### config.mk
export PLATFORM = sky130hd
export DESIGN_NAME = twiddle_addr_seq
export DESIGN_NICKNAME = d
export VERILOG_FILES = /design/src/rtl/fft_pkg.sv /design/src/rtl/tw_mod_acc.sv /design/src/rtl/twiddle_addr_seq.sv
export SDC_FILE = /design/constraint.sdc
export NUM_CORES = 1
export LEC_CHECK = 0
export ABC_CLOCK_PERIOD_IN_PS = 5200
export CAP_MARGIN = 40
export CORE_MARGIN = 5
export CORE_UTILIZATION = 50
export CTS_BUF_LIST = sky130_fd_sc_hd__clkbuf_8 sky130_fd_sc_hd__clkbuf_16
export CTS_CLUSTER_SIZE = 20
export DETAILED_ROUTE_END_ITERATION = 12
export MAX_ROUTING_LAYER = met4
export PLACE_DENSITY = 0.73
export SYNTH_ARGS = -nofsm -noshare
export SYNTH_HDL_FRONTEND = slang
export SYNTH_SLANG_ARGS = --single-unit
### constraint.sdc
create_clock -name clk -period 5.2 [get_ports clk]
set_input_delay 0.52 -clock clk [delete_from_list [all_inputs] [get_ports clk]]
set_output_delay 0.52 -clock clk [all_outputs]
set_load 0.02 [all_outputs]
### src/rtl/fft_pkg.sv
// Shared definitions for the FFT twiddle-address path: ROM geometry,
// sequencer state encoding and the mod-96 adder used by the accumulators.
package fft_pkg;

    localparam int TW_N  = 96;
    localparam int TW_AW = 11;
    localparam int TW_CW = 7;

    typedef enum logic [1:0] {
        IDLE = 2'd0,
        RUN  = 2'd1,
        DONE = 2'd2
    } seq_state_t;

    // Both operands are already in [0,TW_N-1], so one conditional subtract is enough.
    function automatic logic [TW_CW-1:0] mod_add96(input logic [TW_CW-1:0] a,
                                                   input logic [TW_CW-1:0] b);
        logic [TW_CW:0] sum;
        sum = {1'b0, a} + {1'b0, b};
        if (sum >= (TW_CW+1)'(TW_N)) begin
            sum = sum - (TW_CW+1)'(TW_N);
        end
        return sum[TW_CW-1:0];
    endfunction

endpackage

### src/rtl/tw_mod_acc.sv
// Mod-96 accumulator with synchronous clear and enable; clear wins over enable.
module tw_mod_acc
    import fft_pkg::*;
(
    input  logic             clk,
    input  logic             rst,
    input  logic             clr,
    input  logic             en,
    input  logic [TW_CW-1:0] inc,
    output logic [TW_CW-1:0] value
);

    always_ff @(posedge clk) begin
        if (rst) begin
            value <= '0;
        end else if (clr) begin
            value <= '0;
        end else if (en) begin
            value <= mod_add96(value, inc);
        end
    end

endmodule

### src/rtl/twiddle_addr_seq.sv
// Twiddle ROM address sequencer for one N1 x N2 FFT stage: emits
// (n1*k2*S) mod 96 as a valid/ready stream using only adders.
//
// state | meaning
// IDLE  | waiting for start; checks and latches configuration
// RUN   | presenting addresses, advancing on each accepted beat
// DONE  | one-cycle done pulse, then back to IDLE
module twiddle_addr_seq
    import fft_pkg::*;
#(
    parameter int TW_N  = fft_pkg::TW_N,
    parameter int AW    = fft_pkg::TW_AW,
    parameter int CW    = fft_pkg::TW_CW,
    parameter int TW_FF = 0
) (
    input  logic          clk,
    input  logic          rst,
    input  logic          start,
    input  logic [CW-1:0] cfg_n1,
    input  logic [CW-1:0] cfg_n2,
    input  logic [CW-1:0] cfg_stride,
    output logic [AW-1:0] addr,
    output logic          addr_valid,
    input  logic          addr_ready,
    output logic          tw_valid,
    output logic          busy,
    output logic          done,
    output logic          cfg_err
);

    seq_state_t state, state_next;

    logic [CW-1:0]   n1_sh, n2_sh, stride_sh;
    logic [CW-1:0]   n1_cnt, k2_cnt;
    logic [CW-1:0]   acc, step;
    logic [2*CW-1:0] cfg_area;
    logic            cfg_bad;
    logic            launch;
    logic            fire;
    logic            last_n1, last_k2;
    logic            acc_clr, acc_en;
    logic            step_clr, step_en;
    logic            cfg_err_q;

    // The product is only a legality check on the configuration, not part of the address path.
    assign cfg_area = {{CW{1'b0}}, cfg_n1} * {{CW{1'b0}}, cfg_n2};
    assign cfg_bad  = (cfg_n1 == '0) || (cfg_n2 == '0) ||
                      (cfg_stride >= CW'(TW_N)) || (cfg_area > (2*CW)'(TW_N));

    assign last_n1 = (n1_cnt == n1_sh - CW'(1));
    assign last_k2 = (k2_cnt == n2_sh - CW'(1));

    always_ff @(posedge clk) begin
        if (rst) begin
            state <= IDLE;
        end else begin
            state <= state_next;
        end
    end

    always_comb begin
        state_next = state;
        launch     = 1'b0;
        fire       = 1'b0;
        addr_valid = 1'b0;
        done       = 1'b0;
        acc_clr    = 1'b0;
        acc_en     = 1'b0;
        step_clr   = 1'b0;
        step_en    = 1'b0;
        case (state)
            IDLE: begin
                if (start && !cfg_bad) begin
                    launch     = 1'b1;
                    acc_clr    = 1'b1;
                    step_clr   = 1'b1;
                    state_next = RUN;
                end
            end
            RUN: begin
                addr_valid = 1'b1;
                fire       = addr_ready;
                if (fire) begin
                    if (!last_n1) begin
                        acc_en = 1'b1;
                    end else begin
                        acc_clr = 1'b1;
                        if (!last_k2) begin
                            step_en = 1'b1;
                        end else begin
                            state_next = DONE;
                        end
                    end
                end
            end
            DONE: begin
                done       = 1'b1;
                state_next = IDLE;
            end
            default: begin
                state_next = IDLE;
            end
        endcase
    end

    always_ff @(posedge clk) begin
        if (rst) begin
            n1_sh     <= '0;
            n2_sh     <= '0;
            stride_sh <= '0;
            n1_cnt    <= '0;
            k2_cnt    <= '0;
            cfg_err_q <= 1'b0;
        end else begin
            cfg_err_q <= (state == IDLE) && start && cfg_bad;
            if (state == IDLE && start) begin
                n1_sh     <= cfg_n1;
                n2_sh     <= cfg_n2;
                stride_sh <= cfg_stride;
            end
            if (launch) begin
                n1_cnt <= '0;
                k2_cnt <= '0;
            end else if (fire) begin
                if (!last_n1) begin
                    n1_cnt <= n1_cnt + CW'(1);
                end else begin
                    n1_cnt <= '0;
                    if (!last_k2) begin
                        k2_cnt <= k2_cnt + CW'(1);
                    end
                end
            end
        end
    end

    tw_mod_acc u_acc (
        .clk   (clk),
        .rst   (rst),
        .clr   (acc_clr),
        .en    (acc_en),
        .inc   (step),
        .value (acc)
    );

    tw_mod_acc u_step (
        .clk   (clk),
        .rst   (rst),
        .clr   (step_clr),
        .en    (step_en),
        .inc   (stride_sh),
        .value (step)
    );

    assign addr    = {{(AW-CW){1'b0}}, acc};
    assign busy    = (state != IDLE);
    assign cfg_err = cfg_err_q;

    generate
        if (TW_FF == 0) begin : g_tw_comb
            assign tw_valid = fire;
        end else begin : g_tw_reg
            logic tw_q;
            always_ff @(posedge clk) begin
                if (rst) begin
                    tw_q <= 1'b0;
                end else begin
                    tw_q <= fire;
                end
            end
            assign tw_valid = tw_q;
        end
    endgenerate

endmodule
### Yosys cells after proc, flatten, opt, wreduce, memory -nomap -nowiden

Cells that the tools add are included.

* add/sub/neg operators: 8
* $mul: 1
* $lt $le $gt $ge: 4
* eq/ne operators: 8
* muxes and demuxes: 23
* bitwise logic cells: 1
* reduce and logical (&&, ||, !) cells: 15

Operator list (number)
* 7-bit two-way mux: 3
* 7-bit by 7-bit adder with 8-bit output: 2
* 8-bit by 7-bit >= comparator with 1-bit output, second input constant: 2
* 7-bit by 1-bit adder with 7-bit output, second input constant: 2
* 7-bit equality test: 2
* 14-bit by 7-bit greater-than comparator with 1-bit output, second input constant: 1
* 7-bit zero test: 2
* 7-bit by 7-bit multiplier with 14-bit output: 1
* 1-bit two-way mux: 14
* 7-bit by 1-bit subtractor with 7-bit output, second input constant: 2
* 7-bit subtractor, second input constant: 2
* 2-bit two-way mux: 4
* 2-bit inequality test, second input constant: 4
* 7-bit >= comparator, second input constant: 1
* 2-bit case mux with 2 select lines: 1
* 4-bit AND reduction: 1
* 2-bit OR reduction: 2
* 1-bit logical AND: 3
* 1-bit logical OR: 3
* 3-bit AND reduction: 1
* 2-bit by 1-bit equality test with 1-bit output, second input constant: 1
* 2-bit equality test, second input constant: 1
* 2-bit zero test: 1
* 1-bit case mux with 2 select lines: 1
* other kinds (3): 3

* register bits: 52
* input port bits: 25
* output and inout bits: 16
* word-level logic and storage cells: 69

### Logic depth before layout (Yosys ltp)

* word-level depth: 9
* gate-level depth with buffers: 19
* gate-level depth less buffers: 17

### Hierarchy

Synthesis repeated with hierarchy kept, for this count alone.

* cells, all modules: 623
* area, all modules: 5136.2 µm²

By module, submodules not included
* twiddle_addr_seq: times used 1, cells each 447, area each 3729.8 µm², seq. area each 760.7 µm²
* tw_mod_acc: times used 2, cells each 88, area each 703.2 µm², seq. area each 140.1 µm²

### Worst setup path after synthesis

Ideal clock, no wire load.

* path type: input port to flip-flop
* start point: input cfg_n1[3]
* end point: register u_acc.value[1]
* library setup time: 0.117 ns
* arrival: 4.885 ns
* data required time: 5.083 ns
* path slack: 0.199 ns
* stages on the path: 17
* buffers on the path: 1
* cells stage by stage: and2_1 fa_1 inv_1 fa_1 inv_1 fa_1 inv_1 fa_1 inv_1 ha_1 and4_2 or2_0 o311ai_1 nand4_2 o41ai_4 buf_6 nor2_2

* word-level cells in the longest chain between the ends: 9
* elaborated cells on any way between the ends: 11
* those cells by class: mul (1); order compare (1); mux (2); reduce/logical (7)

RTL lines
* start: declaration: line twiddle_addr_seq.sv:19 `input logic [CW-1:0] cfg_n1,`
* parallel branches: the longest is 3 deep, another holds 7-bit by 7-bit multiplier with 14-bit output
* 1-bit logical OR (*): line twiddle_addr_seq.sv:48 `(cfg_stride >= CW'(TW_N)) || (cfg_area > (2*CW)'(TW_N));`
* 1-bit zero test (*): line twiddle_addr_seq.sv:73 `if (start && !cfg_bad) begin`
* 1-bit logical AND (*): line twiddle_addr_seq.sv:73
* 1-bit two-way mux (*): line twiddle_addr_seq.sv:73
* 1-bit case mux with 2 select lines (*): line twiddle_addr_seq.sv:71 `case (state)`
* 2-bit OR reduction (no source line) (*)
* end signal: assignment: line tw_mod_acc.sv:19 `value <= mod_add96(value, inc);`
* end: declaration: line tw_mod_acc.sv:10 `output logic [TW_CW-1:0] value`

Every way passes the cells marked *.
A chain may end at the register's enable or synchronous reset.

### Worst setup path after layout

* start point: input cfg_n1[0]
* end point: register u_step.value[6]

* word-level cells in the longest chain between the ends: 9
* elaborated cells on any way between the ends: 11
* those cells by class: mul (1); order compare (1); mux (2); reduce/logical (7)

RTL lines (line)
* parallel branches: the longest is 3 deep, another holds 7-bit by 7-bit multiplier with 14-bit output
* 1-bit logical OR (*): twiddle_addr_seq.sv:48
* 1-bit zero test (*): twiddle_addr_seq.sv:73
* 1-bit logical AND (*): twiddle_addr_seq.sv:73
* 1-bit two-way mux (*): twiddle_addr_seq.sv:73
* 1-bit two-way mux (*): twiddle_addr_seq.sv:71
* 2-bit OR reduction (no source line) (*)
* end signal: assignment: tw_mod_acc.sv:19
* end: declaration: tw_mod_acc.sv:10

Marks and branches as above.

==> flow_summary.toml <==
[power]
ir_drop_v = 0.000286
sequentialPowerShare = 0.289
cell_internal_pwr_uw = 900
comb_power_share = 0.565
power.share.clock = 0.146
netSwitchingPower_uw = 573
p_sw_frac = 0.389
p_leak_uw = 0.00245
powerDensity_mw_per_mm2 = 254

[clock_tree]
clock_tree.root_cell = "clkbuf_8"
clock_sinks = 52
clock_tree_from_tritoncts = "built"
cts_hold_buf = 0
htreeDepth = 2
max-clock-path-buffers = 2
path_clk_slew_ns = 0.09
clk_latency_ns = 0.30
numCtsBuffers = 5

[yosys]
synth_seq_cells = 52
synth.largest_area_cell = "dfxtp_1"
yosysUniqueCellTypes = 64
postSynth.asyncResetShare = 0
postSynthCellCount = 576
ys_seq_area_frac = 0.215
syn-cell-area_mm2 = 0.00485
synthesis.area_per_instance_um2 = 8.42
yosys-top-cells-area = "dfxtp_1, ha_1, fa_1"
synth_top_flop_cell = "dfxtp_1"
number_of_flops_mapped_to_enable_cells_by_yosys = 0
area_share_of_the_largest_cell_type_after_synthesis = 0.215
yosys_warnings = 0

[worst_setup_path]
timing.critical_path.to_type = "flop"
critical_path_class = "in2reg"
crit_path_cell_chain = "clkdlybuf4s50_1 -> nand2_1 -> fa_1 -> fa_1 -> inv_1 -> fa_1 -> inv_1 -> fa_2 -> inv_1 -> ha_4 -> buf_4 -> o21a_1 -> or4_2 -> nand4_4 -> o41ai_4 -> buf_4 -> buf_12 -> a211oi_1"
arrival_worst_endpoint_ns = 5.25
worst_setup_path_endpoint = "u_step.value[6]"
worst_reg2reg_endpoint = "u_step.value[0]"
cell_with_the_biggest_individual_delay_on_the_critical_path = "or4_2"
crit_path_start_kind = "input pin"
critical_path_peak_fanout = 14
worstSetupStartpoint = "cfg_n1[0]"
worst-r2r-setup-slack_ns = 2.46
r2r_cells = 10
r2r-start = "n1_sh[0]"
worst_ep_required_time_ns = 5.42
crit_path_max_incr_delay_ns = 0.72

[placed_design]
place_worst_setup_slack_ns = -0.347
dpl.hpwl_mm = 9.17
place.gp.congestion = 0.893
port_buffers = 36

[floorplan]
initial_utilization = 0.505
boundaryPins = 41
site_rows = 36
floorplan.die.width_um = 108
coreArea_mm2 = 0.00959
floorplan.die.height_um = 108
die_ar_mm2 = 0.0118

[finish]
filler_cell_count = 852
ratio_of_cells_with_drive_above_1_in_the_final_layout = 0.148
final_core_util = 0.604
final_cell_mix = "nand2_1, dfxtp_1, ha_1, inv_1, a21oi_1"
layout_commonest_cell = "nand2_1"
syn2layout_area_growth_pct = 19.6
antenna_cells = 0
fin_nets = 749

[grt]
antenna_found_initial = 0
maximum_number_of_pins_on_one_net_before_global_route_repair = 25
first_pass_grt_wire_length_mm = 19.9
groute.usage.overall = 0.212
gr-total-overflow = 0
first_global_vias = 4384

[route]
route.vias.total = 4266
route.detailed.vias_per_inst = 5.46
route.antenna.remaining_nets = 0
routedWlPerCell_um = 14.7
detailedRoute.firstPassIterationCount = 4
drt_iter0_drc = 236
remaining_drc_errors = 0
wirelength_mm = 11.5

[outcome]
outcome = "finished clean"

[sta]
setup_repair_after_global_routing_missed_its_margin = "true"
final-hold-violation-count = 0
finalSetupViolCount = 0
highest_clock_rate_ghz = 0.199
worst_slack_ns = 0.168
maxSlewViolCount = 0
final.hold.worst_slack_ns = 0.469
period_share = 0.968
timing_worst_slew_pin_value_ns = 0.892
slew-limit-headroom = 0.404
clock_skew_ns = 0.0115
final_period_minus_worst_setup_slack_ns = 5.03

[flow_run]
cap_violations = 0

[min_path]
holdCritPathClass = "reg2reg"
==> synthesized netlist by cell type (5+ instances only) <==
library cell,number
o21a_1,6
dfxtp_1,52
nand3_1,10
inv_1,40
or4_1,7
nand4_1,8
clkbuf_1,7
fa_1,26
xor2_1,9
a21o_1,5
ha_1,50
o21ai_0,11
a21oi_2,5
a21oi_1,41
buf_4,5
nand2_1,83
o211ai_1,6
nor2b_1,10
and3_1,5
nor2_1,20
xnor2_1,25
and2_1,39
nor2_2,15
nor3_1,9
mux2i_1,8
nor3b_1,7
==> power by group through the flow <==
stage	registers (uW)	clock network [uW]	logic, uW
after detailed placement	435	0	712
final	425	216	832
after global routing	427	235	921
after global placement	434	0	693
after CTS	425	222	752
after floorplan	432	0	507
==> metrics by stage <==
stage,area [um^2],instances,power (uW),setup TNS (ns)
after global routing,5800,781,1580,-0.110
after CTS,5710,779,1400,0
after global placement,5550,767,1130,-8.10
final,5800,781,1470,0
after detailed placement,5560,768,1150,-9.36
after floorplan,4860,579,939,0
==> layer usage <==
metal | share of wire | up-vias | track usage
met4 | 0.018 | 0 | 0.0649
li1 | - | 2138 | -
met2 | 0.50 | 75 | 0.367
met3 | 0.036 | 17 | 0.0179
met1 | 0.45 | 2036 | 0.264
met5 | 0 | - | -
==> timing repair <==
action | in CTS | in global routing
gates resized for setup | 12 | 20
pin swaps | 5 | 10
setup buffers | 2 | 2
setup endpoints to repair | 22 | 29
gates cloned | 2 | 0
==> critical path, delay by kind of cell <==
family / cells / cell delay (ns)
buffers and inverters: 7 / 1.14
AOI/OAI and AO/OA: 3 / 0.33
and+or+nand+nor: 3 / 0.91
adders and majority gates: 5 / 2.34
==> how the worst min path moves through the flow <==
| stage | endpoint | cells after the start | start |
|---|---|---|---|
| after global placement | stride_sh[0] | 2 | stride_sh[0] |
| after detailed placement | stride_sh[0] | 2 | stride_sh[0] |
| after global routing | stride_sh[3] | 2 | stride_sh[3] |
| final | stride_sh[0] | 2 | stride_sh[0] |
| after floorplan | stride_sh[0] | 2 | stride_sh[0] |
| after CTS | stride_sh[0] | 2 | stride_sh[0] |
==> final cells by class <==
cell class / instances / area, um^2 / share of cell area
Tap cell: 133 / 166 / 0.0287
Sequential cell: 52 / 1040 / 0.180
Timing Repair Buffer: 80 / 739 / 0.128
Inverter: 41 / 154 / 0.0265
Multi-Input combinational cell: 468 / 3620 / 0.624
Clock inverter: 2 / 8.76 / 0.00151
Clock buffer: 5 / 68.8 / 0.0119
==> logic make-up (layout without fill, tap and decap cells) <==
logic type / Yosys count / count (layout) / synth area share
other cells: 1 / 4 / 0.000774
mux: 8 / 8 / 0.0165
flops: 52 / 52 / 0.215
simple gates: 239 / 239 / 0.261
buf+inv: 59 / 128 / 0.0583
compound gates: 107 / 107 / 0.150
xor+xnor: 34 / 34 / 0.0614
fa+ha+maj: 76 / 76 / 0.236
==> state kept, by name (all words and copies together), names as in the netlist <==
signal and cells:
u_acc.value 7, cfg_err 1, k2_cnt 7, n1_cnt 7
n1_sh 7, n2_sh 7, state 2, u_step.value 7
stride_sh 7
(Power assumes the default switching activity.)
